**src/rtl/ram_bank_4002.sv**
```systemverilog
// 4002-style data RAM / output port on the nibble bus: 4 registers x 16 main nibbles,
// optional 4 status nibbles per register (STATUS_CHARS_EN), and a 4-bit output port.
//
// state | meaning
// A1    | address nibble 1 from ROM
// A2    | address nibble 2
// A3    | address nibble 3; cmd_n low here marks a pending I/O instruction
// M1    | opcode high nibble (E selects the I/O group)
// M2    | opcode low nibble, latched as opa
// X1    | execute 1 (unused here)
// X2    | execute 2: SRC chip/register select, or I/O write/read
// X3    | execute 3: SRC character address; sync high here
module ram_bank_4002 #(
  parameter logic [1:0] CHIP_ID = 2'd0
) (
  input  logic       clock,
  input  logic       reset_n,
  input  logic       halt,
  input  logic       sync,
  input  logic       cmd_n,
  input  logic [3:0] data_i,
  output logic [3:0] data_o,
  output logic       data_en,
  output logic [3:0] port_o
);

  typedef enum logic [2:0] {
    PH_A1 = 3'd0,
    PH_A2 = 3'd1,
    PH_A3 = 3'd2,
    PH_M1 = 3'd3,
    PH_M2 = 3'd4,
    PH_X1 = 3'd5,
    PH_X2 = 3'd6,
    PH_X3 = 3'd7
  } phase_t;

  phase_t     phase;
  phase_t     phase_nxt;
  logic       synced;
  logic       synced_nxt;

  logic       io_pend;
  logic       io_active;
  logic       src_flag;
  logic       selected;
  logic [1:0] reg_addr;
  logic [3:0] char_addr;
  logic [3:0] opa;

  logic       decode_en;
  logic       io_exec;
  logic [5:0] main_idx;

  logic [3:0] main_mem [64];

  assign decode_en = synced & ~halt;
  assign io_exec   = decode_en & (phase == PH_X2) & io_active & selected;
  assign main_idx  = {reg_addr, char_addr};

  always_ff @(posedge clock or negedge reset_n) begin
    if (!reset_n) begin
      phase  <= PH_A1;
      synced <= 1'b0;
    end else begin
      phase  <= phase_nxt;
      synced <= synced_nxt;
    end
  end

  // sync wins over the free-running count so a stray sync realigns the chip at once
  always_comb begin
    phase_nxt  = phase;
    synced_nxt = synced;
    if (!halt) begin
      if (sync) begin
        phase_nxt  = PH_A1;
        synced_nxt = 1'b1;
      end else begin
        phase_nxt = phase_t'(3'(phase + 3'd1));
      end
    end
  end

  always_ff @(posedge clock or negedge reset_n) begin
    if (!reset_n) begin
      io_pend   <= 1'b0;
      io_active <= 1'b0;
      src_flag  <= 1'b0;
      selected  <= 1'b0;
      reg_addr  <= 2'd0;
      char_addr <= 4'd0;
      opa       <= 4'd0;
    end else if (decode_en) begin
      case (phase)
        PH_A3: io_pend <= ~cmd_n;
        PH_M1: io_active <= io_pend & (data_i == 4'hE);
        PH_M2: opa <= data_i;
        PH_X2: begin
          // during an I/O instruction cmd_n is not a SRC strobe
          if (!io_active && !cmd_n) begin
            selected <= (data_i[3:2] == CHIP_ID);
            reg_addr <= data_i[1:0];
            src_flag <= 1'b1;
          end
        end
        PH_X3: begin
          if (src_flag) char_addr <= data_i;
          src_flag  <= 1'b0;
          io_active <= 1'b0;
        end
        default: ;
      endcase
    end
  end

  always_ff @(posedge clock or negedge reset_n) begin
    if (!reset_n) begin
      for (int i = 0; i < 64; i++) main_mem[i] <= 4'd0;
    end else if (io_exec && (opa == 4'h0)) begin
      main_mem[main_idx] <= data_i;
    end
  end

  always_ff @(posedge clock or negedge reset_n) begin
    if (!reset_n) begin
      port_o <= 4'd0;
    end else if (io_exec && (opa == 4'h1)) begin
      port_o <= data_i;
    end
  end

`ifdef STATUS_CHARS_EN
  logic [3:0] stat_mem [16];
  logic [3:0] stat_idx;

  assign stat_idx = {reg_addr, opa[1:0]};

  always_ff @(posedge clock or negedge reset_n) begin
    if (!reset_n) begin
      for (int i = 0; i < 16; i++) stat_mem[i] <= 4'd0;
    end else if (io_exec && (opa[3:2] == 2'b01)) begin
      stat_mem[stat_idx] <= data_i;
    end
  end
`endif

  // read data is purely combinational so the CPU can sample it at the end of X2
  always_comb begin
    data_en = 1'b0;
    data_o  = 4'd0;
    if (io_exec) begin
      case (opa)
        4'h8, 4'h9, 4'hB: begin
          data_en = 1'b1;
          data_o  = main_mem[main_idx];
        end
`ifdef STATUS_CHARS_EN
        4'hC, 4'hD, 4'hE, 4'hF: begin
          data_en = 1'b1;
          data_o  = stat_mem[stat_idx];
        end
`endif
        default: ;
      endcase
    end
  end

endmodule
```
**config.mk**
```make
export PLATFORM = sky130hd
export DESIGN_NAME = ram_bank_4002
export DESIGN_NICKNAME = d
export VERILOG_FILES = /design/src/rtl/ram_bank_4002.sv
export SDC_FILE = /design/constraint.sdc
export NUM_CORES = 1
export LEC_CHECK = 0
export CORE_MARGIN = 2
export CORE_UTILIZATION = 55
export CTS_CLUSTER_DIAMETER = 120
export DETAILED_ROUTE_END_ITERATION = 12
export PLACE_DENSITY = 0.7
export SYNTH_ARGS = -nofsm -noshare
export SYNTH_HDL_FRONTEND = slang
export SYNTH_SLANG_ARGS = --single-unit
```
**constraint.sdc**
```tcl
create_clock -name clock -period 3.22 [get_ports clock]
set_input_delay 0.966 -clock clock [delete_from_list [all_inputs] [get_ports clock]]
set_output_delay 0.966 -clock clock [all_outputs]
set_load 0.01 [all_outputs]
```
* Word level (Yosys, flattened, before mapping) *
Index checks and enable logic that the tools add are counted.
W data, S select, Z words.

operators by class
  mux-type cells = 14
  add/subtract/negate cells = 1
  reduce and logical (&&, ||, !) cells = 18
  order comparisons = 2
  bitwise gates (word level) = 8
  equality and inequality tests = 11

operators with widths
  cell                   number
  $bwmux W256            1
  $bmux W4 S6            1
  $demux W4 S6           1
  $mux W4                5
  $eq A4 B4 Y1 const B   4
  $eq A3 B3 Y1 const B   3
  $reduce_and A3 Y1      3
  $reduce_and A2 Y1      4
  $ge A7 B7 Y1 const B   1
  $lt A7 B1 Y1 const B   1
  $not A6 Y7             1
  $eq A3 B2 Y1 const B   2
  $and A1 B1 Y1          5
  $eq A4 B1 Y1 const B   1
  $logic_and A1 B1 Y1    4
  $logic_not A4 Y1       1
  $pmux W1 S2            2
  $reduce_bool A2 Y1     2
  $add A3 B1 Y3 const B  1
  $mux W1                3
  $mux W3                1
  $reduce_or A3 Y1       1
  $logic_not A1 Y1       2
  $logic_not A2 Y1       1
  other kinds (2)        3

storage, ports and cells
  bits in registers = 278
  input port bits = 9
  logic and storage cells = 128

* Longest topological paths before layout *
Gate-level depths: netlist of the first run.

  depth in word-level cells = 6
  depth in mapped cells = 8
  mapped depth without buffers = 7

* Worst setup path before layout of the first run *
OpenSTA, ideal clock, no wires.

  path type = register to output
  start point = register char_addr[0]
  end point = output port data_o[1]
  data required time = 2254 ps
  data arrival time = 1761 ps
  slack = 493 ps
  stages on the path, launching flop included = 9
  path buffers = 3
  cell sequence = dfrtp_1 > buf_6 > or2_1 > clkbuf_1 > buf_2 > o32a_1 > o211ai_1 > a22oi_1 > a41oi_1

between the ends
  word-level cells in the longest chain between the ends = 6

RTL lines
  element                                      RTL line  text
  start: declaration                           48        logic [3:0] char_addr;
  start signal: assignment                     108       if (src_flag) char_addr <= data_i;
  $not A6 Y7 (implied by the code)             156       data_o = main_mem[main_idx];
  $bmux W4 S6                                  156
  $mux W4 (implied by the code) (2 in series)  156
  $mux W4                                      153       case (opa)
  $mux W4                                      152       if (io_exec) begin
  end: declaration                             22        output logic [3:0] data_o,

No other way between the ends. The select of a mux whose other input is x is not followed.

* Worst setup path in the final report of the first run *
  start point = register char_addr[0]
  end point = output port data_o[2]

The elaborated chain is that of the path after synthesis.

==> impl_metrics.yaml, run 1 <==
outcome:
  status: "complete, but fails checks"
  failed_checks: "negative setup slack"
die:
  dieArea_um2: 25700
  initial_utilization_pct: 55.6
  core_um2: 24200
  num_io_pins: 18
  die_h_um: 160
  rows: 57
  die_w_um: 160
route:
  drc: 0
  drtPass1Iterations: 5
  antenna_left: 0
  routedWlPerCell_um: 22.3
  vias_per_cell: 5.88
  drt_iter0_drc: 657
  routed_wl_mm: 32.6
  vias: 8578
synthesis:
  synth.top_cell.area_share_pct: 51.8
  synthFlopType: "dfrtp_1"
  syn_inst: 989
  ys_seq_area_share_pct: 51.8
  yosys.cell_count.top_type: "dfrtp_1"
  synthesis.area_um2: 13400
  yosys-top-cells-area: "dfrtp_1, mux2_2, mux4_2"
  synth_area_leader_cell: "dfrtp_1"
  synth_edf_count: 0
  synthTopCellsByCount: "dfrtp_1, mux2_2, nand2_1, mux2i_1, clkbuf_1"
  yosys_warnings: 0
  synthArstFlopShare_pct: 100
  ys_types: 52
  ys_ff_latch: 278
  synth_area_per_cell_um2: 13.6
  synth_nets: 1003
placement:
  post_dp_cell_area_um2: 14900
  place_hpwl_mm: 21.8
  routabilityCongestion: 0.884
  io_buffers: 17
  dp_cells: 1393
grt:
  grt_overflow: 0
  grt_pass1_wl_mm: 52.6
  track_usage_pct: 26.3
  grt_max_degree: 79
  first_global_vias: 9140
  antenna_found_initial: 0
worst_setup_path:
  crit_buf_inv: 3
  max_stage_delay_ns: 0.54
  r2r_slack_ns: 0.62
  reg2reg_to: "main_mem[60]"
  path_max_fanout: 8
  worstPathCellList: "buf_8 > mux4_2 > mux2i_1 > buf_4 > o22ai_2 > nor2_1 > a41oi_2 > buf_2"
  cp-end-kind: "output port"
  critical_path_class: "reg2out"
  cp-start-kind: "flip-flop"
  critical_path.top_delay_family: "multiplexers"
  crit_arrival_ns: 2.77
  rr_worst_depth: 10
  r2r_start: "phase[0]"
  worst_path_max_delay_cell: "dfrtp_4"
  critPathRequiredTime_ns: 2.25
clock_network:
  htree_num_levels: 1
  cts_tree: "yes"
  clk_pin_slew_ns: 0.07
  cts-root-buf: "clkbuf_16"
  clkLatencyLatePin_ns: 0.57
  cts_made_buffers: 30
  cts.path.max_buffers: 3
  clock_sinks: 278
  hold_buffers: 0
cells_and_area:
  stdcell_count: 1460
  fillerInstances: 1744
  nNetsFinal: 1126
  stdcell_area_um2: 16300
  n_antenna_cell: 0
  drive_above_1_share_pct: 51.2
  syn_to_final_growth_pct: 21.2
run:
  maxCapViolCount: 0
timing:
  finalCritPeriodShare_pct: 116
  worst_pin_slew_ns: 0.991
  rsz0062_at_grt: "yes"
  finalSetupViolations: 4
  final-max-slew-violation-count: 0
  max-slew-margin-rel_pct: 34.0
  period_needed_ns: 3.73
  fin_ws_ns: -0.512
  hold_violations: 0
  skew_ns: 0.0202
  fmax_mhz: 268
pwr:
  p_leak_nw: 7.81
  peakVddDrop_uv: 491
  p_total_mw: 7.48
  power_density_nw_per_um2: 459
min_path:
  hold_path_class: "in2async"
report_power, final:
part | leakage, nW | internal [mW] | switching (mW)
combinational | 3.43 | 0.112 | 0.229
clock | 0.517 | 2.16 | 1.42
sequential | 3.87 | 3.53 | 0.0323
worst max-delay path by stage:
stage / endpoint / cells after the start / startpoint / slack [ns]
after floorplan: data_o[1] / 8 / char_addr[0] / 0.49
after global placement: data_o[2] / 7 / halt / -0.62
after detailed placement: data_o[2] / 7 / halt / -0.70
after CTS: data_o[2] / 8 / char_addr[0] / -0.49
after global routing: data_o[2] / 8 / char_addr[0] / -0.56
final: data_o[2] / 8 / char_addr[0] / -0.51
cell type report:
type | count | area (µm²) | share of cell area [%]
flip-flops and latches | 278 | 6960 | 42.8
multi-input cells | 630 | 6280 | 38.6
repair buffers | 162 | 1550 | 9.53
clock buffers | 44 | 893 | 5.49
well taps | 324 | 405 | 2.49
clock inverters | 12 | 149 | 0.915
inverters | 10 | 37.5 | 0.231
per-stage QoR:
| step | hold slack, ns | util, % | setup slack (ns) | TNS [ns] |
|---|---|---|---|---|
| 5_1_grt | 0.437 | 67.3 | -0.565 | -2.04 |
| 3_3_place_gp | 0.460 | 61.6 | -0.625 | -3.98 |
| 6_report | 0.372 | 67.3 | -0.512 | -1.81 |
| 3_5_place_dp | 0.469 | 61.6 | -0.701 | -4.87 |
| 4_1_cts | 0.425 | 67.0 | -0.489 | -1.79 |
| 2_1_floorplan | 0.441 | - | 0.493 | 0 |
metal layers:
layer / routed length, µm / part of all wire (%) / track usage (%) / up-vias
met4: 801 / 2.5 / 6.76 / 0
li1: - / - / - / 3868
met2: 15500 / 47 / 42.5 / 204
met3: 1570 / 4.8 / 4.47 / 61
met5: 0 / 0 / 0 / -
met1: 14700 / 45 / 37.4 / 4445
placed cells by master, fill, tap and decap left out, types with 4 or more instances in the layout:
cell type / netlist / final
a211o_1: 6 / 6
a21oi_1: 16 / 15
a22oi_1: 14 / 13
buf_12: 0 / 20
buf_2: 25 / 9
buf_4: 6 / 111
buf_6: 3 / 10
buf_8: 0 / 4
clkbuf_1: 34 / 5
clkbuf_16: 0 / 30
clkbuf_8: 0 / 9
clkdlybuf4s50_1: 0 / 6
clkinv_2: 0 / 7
dfrtp_1: 278 / 276
ha_1: 5 / 5
inv_1: 10 / 10
mux2_1: 6 / 6
mux2_2: 275 / 275
mux2i_1: 46 / 41
mux2i_2: 0 / 4
mux4_2: 28 / 28
nand2_1: 50 / 48
nand2b_1: 10 / 9
nand3_1: 10 / 10
nor2_1: 31 / 29
nor2_2: 5 / 7
nor2_4: 12 / 12
nor2_8: 8 / 8
nor2b_1: 8 / 7
o21ai_0: 15 / 13
o22ai_1: 23 / 18
o22ai_2: 0 / 5
or3b_2: 5 / 5
cells by family after synthesis:
family / Yosys count / share of synthesized area, %
multiplexers: 355 / 31.7
flip-flops: 278 / 51.8
AND/OR/NAND/NOR: 167 / 8.02
AO/OA/AOI/OAI: 103 / 5.20
buffers and inverters: 81 / 2.83
adder cells (fa/ha/maj): 5 / 0.466
what timing repair did:
| action | CTS | global route |
|---|---|---|
| setup buffers | 10 | 2 |
| gates cloned | 1 | 0 |
| setup endpoints to repair | 5 | 5 |
| resized for setup | 61 | 13 |
| pin swaps | 17 | 11 |
registers in the layout, indices dropped and copies added, names as in the netlist, 2 cells and up:
register,flops
char_addr,4
main_mem,256
opa,4
phase,3
port_o,4
reg_addr,2
(Power assumes the default switching activity.)
==> inputs of run 2 (changes only) <==
CTS_CLUSTER_DIAMETER = 100   (was 120)
==> results of run 2 <==
The final DEF is identical to that of run 1; final timing and power are the same.
